==> src/rtl/reg_dump_writer.sv <==
// Walks x0..x31 then pc and writes each value as a 10-character unsigned decimal string.
// The string goes into the ASCII character buffer. Conversion is a bit-serial double-dabble.
module reg_dump_writer #(
  parameter int COLS          = 80,
  parameter int ROW_BASE      = 0,
  parameter int COL_BASE      = 0,
  parameter int ADDR_W        = 13,
  parameter int BLANK_LEADING = 1
) (
  input  logic              clk,
  input  logic              rst,
  input  logic              start,
  output logic [5:0]        reg_sel,
  input  logic [31:0]       reg_data,
  input  logic              ascii_ready,
  output logic              ascii_write_en,
  output logic [7:0]        ascii_input,
  output logic [ADDR_W-1:0] ascii_write_address,
  output logic              busy,
  output logic              done
);

  typedef enum logic [2:0] {IDLE, LOAD, CONV, WRITE, NEXT, DONE} state_t;

  state_t      state, state_n;
  logic [31:0] bin, bin_n;
  logic [39:0] bcd, bcd_n, bcd_adj;
  logic [4:0]  cnt, cnt_n;
  logic [3:0]  col, col_n;
  logic [5:0]  sel_n;
  logic [31:0] addr_full;

  // Character for column c. A digit is blank when it and every digit to its left are zero.
  function automatic logic [7:0] digit_char(input logic [39:0] b, input logic [3:0] c);
    logic       lead;
    logic [3:0] d;
    lead = 1'b1;
    d    = 4'd0;
    for (int i = 0; i < 10; i++) begin
      if (i <= int'(c)) begin
        d = b[39-4*i -: 4];
        if (d != 4'd0) lead = 1'b0;
      end
    end
    if (BLANK_LEADING != 0 && lead && c != 4'd9) return 8'h20;
    return {4'h3, d};
  endfunction

  always_comb begin
    for (int i = 0; i < 10; i++) begin
      bcd_adj[4*i +: 4] = (bcd[4*i +: 4] >= 4'd5) ? bcd[4*i +: 4] + 4'd3 : bcd[4*i +: 4];
    end
  end

  always_comb begin
    state_n = state;
    bin_n   = bin;
    bcd_n   = bcd;
    cnt_n   = cnt;
    col_n   = col;
    sel_n   = reg_sel;
    case (state)
      IDLE: begin
        sel_n = 6'd0;
        if (start) state_n = LOAD;
      end
      LOAD: begin
        bin_n   = reg_data;
        bcd_n   = 40'd0;
        cnt_n   = 5'd0;
        state_n = CONV;
      end
      CONV: begin
        {bcd_n, bin_n} = {bcd_adj, bin} << 1;
        cnt_n = cnt + 5'd1;
        if (cnt == 5'd31) begin
          state_n = WRITE;
          col_n   = 4'd0;
        end
      end
      WRITE: begin
        if (ascii_ready) begin
          if (col == 4'd9) state_n = NEXT;
          else             col_n   = col + 4'd1;
        end
      end
      NEXT: begin
        if (reg_sel == 6'd32) begin
          state_n = DONE;
        end else begin
          sel_n   = reg_sel + 6'd1;
          state_n = LOAD;
        end
      end
      DONE: begin
        sel_n   = 6'd0;
        state_n = IDLE;
      end
      default: state_n = IDLE;
    endcase
  end

  always_comb begin
    addr_full = 32'((ROW_BASE + int'(sel_n)) * COLS + COL_BASE + int'(col_n));
  end

  // Outputs are loaded from next-state values so they line up with the state they belong to.
  always_ff @(posedge clk or negedge rst) begin
    if (!rst) begin
      state               <= IDLE;
      bin                 <= 32'd0;
      bcd                 <= 40'd0;
      cnt                 <= 5'd0;
      col                 <= 4'd0;
      reg_sel             <= 6'd0;
      ascii_write_en      <= 1'b0;
      ascii_input         <= 8'h00;
      ascii_write_address <= '0;
      busy                <= 1'b0;
      done                <= 1'b0;
    end else begin
      state          <= state_n;
      bin            <= bin_n;
      bcd            <= bcd_n;
      cnt            <= cnt_n;
      col            <= col_n;
      reg_sel        <= sel_n;
      ascii_write_en <= (state_n == WRITE);
      busy           <= (state_n != IDLE);
      done           <= (state_n == DONE);
      if (state_n == WRITE) begin
        ascii_input         <= digit_char(bcd_n, col_n);
        ascii_write_address <= addr_full[ADDR_W-1:0];
      end
    end
  end

endmodule
==> config.mk <==
export PLATFORM = sky130hd
export DESIGN_NAME = reg_dump_writer
export DESIGN_NICKNAME = d
export VERILOG_FILES = /design/src/rtl/reg_dump_writer.sv
export SDC_FILE = /design/constraint.sdc
export NUM_CORES = 1
export LEC_CHECK = 0
export BUFFER_PORTS_ARGS = -buffer_cell sky130_fd_sc_hd__buf_2
export CAP_MARGIN = 20
export CORE_MARGIN = 2
export CORE_UTILIZATION = 48
export CTS_BUF_LIST = sky130_fd_sc_hd__clkbuf_16
export CTS_CLUSTER_DIAMETER = 100
export CTS_CLUSTER_SIZE = 12
export DETAILED_ROUTE_END_ITERATION = 7
export PLACE_DENSITY = 0.67
export SETUP_SLACK_MARGIN = 0.15
export SLEW_MARGIN = 0
export SYNTH_ARGS = -nofsm -noshare
export SYNTH_HDL_FRONTEND = slang
export SYNTH_SLANG_ARGS = --single-unit
==> constraint.sdc <==
create_clock -name clk -period 4.43 [get_ports clk]
set_input_delay 0.2215 -clock clk [delete_from_list [all_inputs] [get_ports clk]]
set_output_delay 0.2215 -clock clk [all_outputs]
set_load 0.01 [all_outputs]
==> Word-level counts from Yosys, hierarchy flattened <==
Cells that the tools add are included.
W data, S select, Z words.
{ "word_totals": {"register_bits": 114, "in_bits": 36, "output_inout_bits": 30, "word_cells": 132} }
{ "classes": {"n_addsub": 14, "multipliers": 1, "n_lt_le_gt_ge": 19, "n_eq_ne": 11, "mux": 61, "reduce_logical": 15} }
{ "op_table": {"columns": ["op", "count"], "rows": [
  ["$mux W4", 21],
  ["$pmux W40 S2", 1],
  ["$pmux W32 S2", 1],
  ["$ge A4 B3 Y1 const B", 10],
  ["$reduce_bool A4 Y1", 10],
  ["$add A4 B2 Y4 const B", 9],
  ["$mux W1", 25],
  ["$mux W3", 6],
  ["$le A3 B4 Y1 const A", 4],
  ["$mux W8", 2],
  ["$pmux W3 S5", 1],
  ["$add A13 B4 Y13", 1],
  ["$pmux W6 S2", 1],
  ["$pmux W5 S2", 1],
  ["$eq A3 B2 Y1 const B", 3],
  ["$eq A3 B3 Y1 const B", 3],
  ["$mul A6 B3 Y9 const B", 1],
  ["$le A2 B4 Y1 const A", 2],
  ["$le A4 B4 Y1 const A", 2],
  ["$pmux W4 S2", 1],
  ["$add A6 B1 Y6 const B", 1],
  ["$eq A6 B6 Y1 const B", 1],
  ["$mux W6", 1],
  ["$add A5 B1 Y5 const B", 1],
  ["other kinds (12)", 12]
]} }

==> Depth between registers and ports, before layout <==
Gate-level depths: netlist of run 1.
{ "depth": {"ltp_word": 31, "depth_mapped": 14, "depth_no_buf": 14} }

==> Worst setup path before layout of run 1 <==
Ideal clock, no wire load.
{ "synth_path": {"path_type": "register to register", "start": "reg state[0]", "end": "reg ascii_write_address[11]", "setup_time_ns": 0.136, "t_arrival_ns": 2.991, "t_required_ns": 4.294, "slack_ns": 1.303, "path_stages_with_launch": 15, "n_path_buf": 3, "synth_period_minus_slack_ns": 3.127, "cell_sequence": "dfrtp_1 -> buf_6 -> buf_2 -> clkbuf_1 -> nor4_1 -> and2_1 -> o21ai_0 -> o31ai_1 -> ha_1 -> ha_1 -> fa_1 -> a21o_1 -> a21oi_1 -> xor2_1 -> o21ai_0"} }
{ "synth_via": {"elab_chain_len": 5, "elab_cells_between_ends": 17, "classes_between": "1 x add/sub; 1 x mul; 6 x eq/ne; 7 x mux; 2 x reduce/logical"} }
{ "synth_rtl": {"columns": ["element", "line_no", "text"], "rows": [
  ["start, declared", "25", "state_t state, state_n;"],
  ["start signal, assigned", "122", "state <= state_n;"],
  ["$eq A3 B3 Y1 or $logic_not A3 Y1 (tied branches)", "62", "case (state)"],
  ["$reduce_or A2 Y1 (no line)", null, null],
  ["$pmux W6 S2 *", "62", null],
  ["net sel_n[3]", "30", "logic [5:0] sel_n;"],
  ["$mul A6 B3 Y9 *", "104", "addr_full = 32'((ROW_BASE + int'(sel_n)) * COLS + COL_BASE + int'(col_n));"],
  ["$add A13 B4 Y13 *", "104", null],
  ["end signal, assigned", "133", "ascii_write_address <= addr_full[ADDR_W-1:0];"],
  ["end, declared", "18", "output logic [ADDR_W-1:0] ascii_write_address,"]
]} }
The timed path passes the listed nets; every way through them passes the cells marked *.
A chain may end at the register's enable or synchronous reset.

==> Worst setup path in the final report of run 1 <==
{ "layout_path": {"start": "reg state[2]", "end": "reg ascii_write_address[11]"} }
The elaborated chain is that of the path after synthesis.

==> results of run 1 <==
## placed cells by master, fill, tap and decap left out, types with 2 or more instances in the layout
cell type | netlist | layout
a21o_1 | 9 | 9
a21oi_1 | 33 | 33
a22o_1 | 14 | 14
a22oi_1 | 2 | 2
a31o_2 | 2 | 2
a31oi_1 | 4 | 4
a32o_1 | 4 | 4
a32oi_1 | 6 | 6
and2_1 | 3 | 3
buf_2 | 9 | 62
buf_4 | 5 | 8
bufinv_16 | 0 | 3
clkbuf_16 | 0 | 9
clkinv_1 | 1 | 2
conb_1 | 1 | 2
dfrtp_1 | 112 | 112
ha_1 | 34 | 34
inv_1 | 36 | 38
mux2i_1 | 50 | 50
nand2_1 | 74 | 74
nand2b_1 | 12 | 12
nand3_1 | 12 | 12
nand3b_1 | 2 | 2
nand4_1 | 3 | 3
nor2_1 | 40 | 40
nor3_1 | 6 | 6
nor4_1 | 6 | 6
nor4_2 | 4 | 4
o211ai_1 | 13 | 13
o21a_1 | 3 | 3
o21ai_0 | 66 | 66
o21ai_1 | 3 | 3
o22ai_1 | 14 | 14
o22ai_2 | 3 | 3
o311ai_0 | 2 | 2
o31ai_1 | 7 | 7
or3_1 | 2 | 2
xnor2_1 | 16 | 16
xor2_1 | 5 | 5
## flip-flops by register name, summed over array words and instances (netlist names)
| signal | flops |
|---|---|
| state | 3 |
| done | 1 |
| ascii_input | 6 |
| cnt | 5 |
| reg_sel | 6 |
| ascii_write_address | 13 |
| ascii_write_en | 1 |
| bcd | 40 |
| busy | 1 |
| col | 4 |
| bin | 32 |
## logic make-up after synthesis
logic type / share of synthesized area
other cells: 0.0005769
compound gates: 0.2042
xor+xnor: 0.03080
simple gates: 0.1305
mux: 0.08046
buf+inv: 0.05370
flops: 0.4312
fa+ha+maj: 0.06853
## worst min-delay path, stage by stage
cell	delay (ps)
buf_2	80
o21ai_0	70
nand2_1	90
## worst paths after layout
kind                                                        to  cells after the start  slack (ps)                  startpoint
min in group asynchronous   ascii_write_address[6]$_DFFE_PN0P_                      2         470                         rst
max reg2reg                ascii_write_address[11]$_DFFE_PN0P_                     10         760          state[2]$_DFF_PN0_
max                        ascii_write_address[11]$_DFFE_PN0P_                     10         760          state[2]$_DFF_PN0_
min                                         state[0]$_DFF_PN0_                      3         150                       start
max in group asynchronous                    bcd[14]$_DFF_PN0_                      3        2790                         rst
min reg2reg                         ascii_input[5]$_DFFE_PN0P_                      1         460  ascii_input[5]$_DFFE_PN0P_
## metrics by stage
step	utilization	power [mW]	instance area, µm²	hold slack (ps)
2_1_floorplan	-	3.243	6504	-74.09
3_5_place_dp	0.5201	3.704	6888	343.8
3_3_place_gp	0.5201	3.633	6888	334.1
6_report	0.5462	4.631	7233	145.0
5_1_grt	0.5462	4.982	7233	152.0
4_1_cts	0.5462	4.646	7233	128.4
## what timing repair did
item | in CTS | in global routing
hold endpoints to repair | 60 | 0
hold buffers | 1 | 0
endpoints found under the setup margin | 0 | 0
## layer usage
metal | share of wire | vias up
li1 | - | 2480
met1 | 0.47 | 2511
met2 | 0.48 | 115
met3 | 0.035 | 20
met4 | 0.019 | 0
met5 | 0 | -
## power by group through the flow
stage               logic (mW)  clock network [mW]  registers [mW]
floorplan                 1.74                   0            1.51
global placement          2.08                   0            1.55
detailed placement        2.13                   0            1.57
CTS                       2.15               0.945            1.55
global route              2.40               0.989            1.60
finish                    2.15               0.926            1.55
## cell type report
class                   instances  share of cell area
flip-flops and latches        112              0.3875
clock inverters                 7             0.01522
well taps                     176             0.03044
multi-input cells             484              0.4634
inverters                      38             0.01972
clock buffers                   9             0.03114
repair buffers                 71             0.05259
==> reports/metrics.cfg, run 1 <==
[drt]
vias = 5126
routedWlPerCell_um = 16.84
drtIter0Drc = 463
dr.pass1.iters = 5
via_per_inst = 5.715
route.detailed.drc = 0
routed_wl_mm = 15.10
antenna_left = 0

[logic_synthesis]
synth_top_area_frac = 0.4312
ys_async_sr_fraction = 1.000
synth_common_cells = dfrtp_1, nand2_1, o21ai_0
synth_edf_count = 0
yosysSeqAreaShare = 0.4312
syn_avg_cell_area_um2 = 9.701
synth_seq_cells = 112
synthTopCellsByArea = dfrtp_1, mux2i_1, ha_1, o21ai_0, nand2_1
ys.flop_type = dfrtp_1
synth.distinct_cells = 69
synth_top_area_cell = dfrtp_1
synth_area_mm2 = 0.006500
synth.yosys.warnings = 0
synth_most_common_cell = dfrtp_1
netlist_instances = 670

[cts]
post_cts_buffers = 0
cts_made_buffers = 9
clk_latency_ps = 360
path_clk_slew_ps = 70
postCtsResizedCells = 0
cts_sinks = 112
clock_path_buffers = 2
cts-htree-levels = 3
cts_root_buf = clkbuf_16
tritoncts = yes

[placement]
port_buffers = 63
dp_hpwl_mm = 10.64
placed_cells = 880
gp_congestion = 0.8908
pre_cts_ws_ps = 797.3

[power_and_ir_drop]
p_clk_frac = 0.200
leakagePower_nw = 3.499
p_int_mw = 2.650
peakVddDrop_mv = 0.3345
p_per_area_mw_per_mm2 = 640.2
p_sw_mw = 1.980
swShare = 0.4277
power.sequential.fraction = 0.335
p_comb_frac = 0.465

[worst_setup_path]
required_ps = 4670
path_cells = inv_1 -> nor4_1 -> nand2_1 -> o31ai_1 -> ha_1 -> fa_1 -> a21o_1 -> a21oi_1 -> xor2_1 -> o21ai_0
crit_slowest_cell = dfrtp_1
cp.arrival_ps = 3910
cp-end-kind = flop
crit_fanout = 18
crit_family = compound AO/OA/AOI/OAI gates
crit_type = flop to flop
max_stage_delay_ps = 680
crit_buf_inv = 1
start_kind = flop

[grt]
use_met3 = 0.03019
antenna_found_initial = 0
globalRoute.totalOverflow = 0
use_met2 = 0.3524
grt_pass1_vias = 5075
busiest_layer = met2
grt_max_degree = 62
grt_use_met1 = 0.2979
grt_first_pass_wirelength_mm = 25.30
grt_util_all_layers = 0.2180

[floorplan]
initial_core_util = 0.4908
fp.dieW_um = 120.4
core_area_mm2 = 0.01324
num_rows = 42
die_h_um = 120.4
ios = 66
die-area_mm2 = 0.01449

[finish]
syn_to_final_growth_pct = 11.28
fillers = 1215
diodes = 0
multi_input_area_mm2 = 0.003352
instances_no_fill = 897
nets = 787
seqCellArea_mm2 = 0.002803
drive_above_1_share = 0.1512

[timing]
setup_viol = 0
fin_crit_sh = 0.8294
relSlewSlack = 0.3772
setup_ws_ps = 755.9
period_needed_ps = 3674
fin_skew_ps = 11.25
hold_viol = 0
fmaxAchievable_ghz = 0.2722
tns_ps = 0
slew_violations = 0
worst_pin_slew_ps = 934.2
rsz0062_at_grt = false

[job]
max_cap_violations = 0

[status]
outcome = finished clean

[min_path]
hp-class = input pin to flop

No activity file was read; power rests on OpenSTA's default activity.
==> run 2, diff against run 1 <==
--- a/config.mk
+++ b/config.mk
@@ -13,7 +13,7 @@
 export CTS_CLUSTER_DIAMETER = 100
 export CTS_CLUSTER_SIZE = 12
 export DETAILED_ROUTE_END_ITERATION = 7
-export PLACE_DENSITY = 0.67
+export PLACE_DENSITY = 0.7
 export SETUP_SLACK_MARGIN = 0.15
 export SLEW_MARGIN = 0
 export SYNTH_ARGS = -nofsm -noshare
==> constraint.sdc (replaced) <==
create_clock -name clk -period 3.35 [get_ports clk]
set_input_delay 0.1675 -clock clk [delete_from_list [all_inputs] [get_ports clk]]
set_output_delay 0.1675 -clock clk [all_outputs]
set_load 0.01 [all_outputs]
==> reports/metrics.cfg, run 2 (synthesis gave the netlist of run 1 again) <==
[status]
outcome = finished clean

[floorplan]
initial_core_util = 0.4908
core_area_mm2 = 0.01324
die-area_mm2 = 0.01449
num_rows = 42
die_h_um = 120.4
fp.dieW_um = 120.4
ios = 66

[worst_setup_path]
required_ps = 3590
cp_common_cell = ha_1
cp.arrival_ps = 3300
max_stage_delay_ps = 380
crit_buf_inv = 1
path_depth = 14
cp-end-kind = flop
path_cells = inv_1 -> ha_1 -> and4b_2 -> nand3b_1 -> a31oi_2 -> o21ai_1 -> o31ai_2 -> ha_1 -> ha_1 -> a21o_1 -> a21oi_2 -> nor2b_1 -> o21ai_0 -> o21ai_0
crit_type = flop to flop
crit_fanout = 4
crit_slowest_cell = dfrtp_2
start_kind = flop
rrSetupSlack_ps = 290
crit-reg2reg-launch = reg_sel[1]$_DFF_PN0_
worstReg2RegEnd = ascii_write_address[12]$_DFFE_PN0P_
r2r_cells = 14
crit_family = compound AO/OA/AOI/OAI gates

[timing]
period_needed_ps = 3058
fmaxAchievable_ghz = 0.3270
setup_viol = 0
fin_crit_sh = 0.9130
relSlewSlack = 0.5199
tns_ps = 0
slew_violations = 0
rsz0062_at_grt = true
hold_viol = 0
worst_pin_slew_ps = 718.5
fin_skew_ps = 6.302

[grt]
grt_util_all_layers = 0.2138
grt_pass1_vias = 5128
grt_max_degree = 87
globalRoute.totalOverflow = 0
grt_first_pass_wirelength_mm = 24.85
antenna_found_initial = 0

[placement]
placed_area_mm2 = 0.006970
port_buffers = 63
gp_congestion = 0.8934
dp_hpwl_mm = 10.51

[power_and_ir_drop]
peakVddDrop_mv = 0.4405
total_power_mw = 6.067
leakagePower_nw = 3.549
p_per_area_mw_per_mm2 = 820.6

[min_path]
min_path_cells = 3
hp-class = input pin to flop
holdCritStartpoint = start
hold_path_end = state[0]$_DFF_PN0_

[cts]
clock_path_buffers = 2
cts_made_buffers = 9
cts-htree-levels = 3
cts_sinks = 112
cts_root_buf = clkbuf_16
tritoncts = yes
clk_latency_ps = 360
path_clk_slew_ps = 80

[drt]
routed_wl_mm = 14.88
vias = 5176
routedWlPerCell_um = 16.32
dr.pass1.iters = 5
antenna_left = 0
drtIter0Drc = 367
route.detailed.drc = 0
via_per_inst = 5.675

[finish]
fin_area_mm2 = 0.007393
nets = 802
drive_above_1_share = 0.1875
final_cell_mix = dfrtp_1, nand2_1, o21ai_0
largest_reg_flops = 40
fin_util = 0.5583
largest_register = bcd
layout_commonest_cell = dfrtp_1
reg_top3 = bcd: 40 flops, bin: 32 flops, ascii_write_address: 13 flops
fillers = 1179
syn_to_final_growth_pct = 13.74
diodes = 0

[job]
max_cap_violations = 0

## run 2: cell types whose count changed in the layout (fill, tap and decap cells not counted), sizes merged
cell,previous run,this run
clkinvlp,0,3
buf,70,85
bufinv,3,1
inv,40,39
## run 2: area by class of cell
class / count / area (µm²) / area share
Tap cell: 176 / 220.2 / 0.02979
Inverter: 38 / 142.6 / 0.01929
Clock buffer: 9 / 225.2 / 0.03046
Clock inverter: 7 / 78.83 / 0.01066
Timing Repair Buffer: 86 / 513.0 / 0.06939
Multi-Input combinational cell: 484 / 3410 / 0.4612
Sequential cell: 112 / 2804 / 0.3793
## run 2: how the worst max path moves through the flow
stage | from | end | slack, ps
after detailed placement | reg_sel[1]$_DFF_PN0_ | ascii_write_address[11]$_DFFE_PN0P_ | 90
after floorplan | state[0]$_DFF_PN0_ | ascii_write_address[11]$_DFFE_PN0P_ | 220
final | reg_sel[1]$_DFF_PN0_ | ascii_write_address[12]$_DFFE_PN0P_ | 290
after CTS | reg_sel[1]$_DFF_PN0_ | ascii_write_address[11]$_DFFE_PN0P_ | 170
after global routing | reg_sel[1]$_DFF_PN0_ | ascii_write_address[12]$_DFFE_PN0P_ | 110
after global placement | reg_sel[1]$_DFF_PN0_ | ascii_write_address[11]$_DFFE_PN0P_ | 220
## run 2: what timing repair did
item,4_1_cts,5_1_grt
setup buffers,0,3
hold endpoints to repair,0,32
endpoints found under the setup margin,2,3
pin swaps,0,3
hold buffers,0,1
gates resized for setup,2,14
## run 2: per-stage QoR
step           setup slack (ps)  hold slack [ps]  cells
2_1_floorplan             223.1           -128.1    671
3_3_place_gp              221.6            428.6    891
3_5_place_dp              86.56            431.3    891
4_1_cts                   171.3            48.09    907
5_1_grt                   114.1            92.69    912
6_report                  291.5            85.82    912
## run 2: metal layers
metal  routed length (µm)  vias up  global-route usage
li1                     -     2518                   -
met1                 6659     2524              0.2793
met2                 7304      113              0.3602
met3                  628       21             0.03538
met4                  289        0             0.07485
met5                    0        -                   0
## run 2: worst register-to-register path: stages, from the launching register on
cell,delay (ps)
dfrtp_2,380
inv_1,50
ha_1,160
and4b_2,270
nand3b_1,310
a31oi_2,260
o21ai_1,110
o31ai_2,90
ha_1,310
ha_1,300
a21o_1,160
a21oi_2,180
nor2b_1,60
o21ai_0,170
o21ai_0,110
## run 2: power breakdown
part	internal [mW]	switching, mW	total [mW]
Clock	0.587	0.529	1.12
Sequential	1.74	0.266	2.00
Combinational	1.08	1.87	2.95
Total	3.41	2.66	6.07
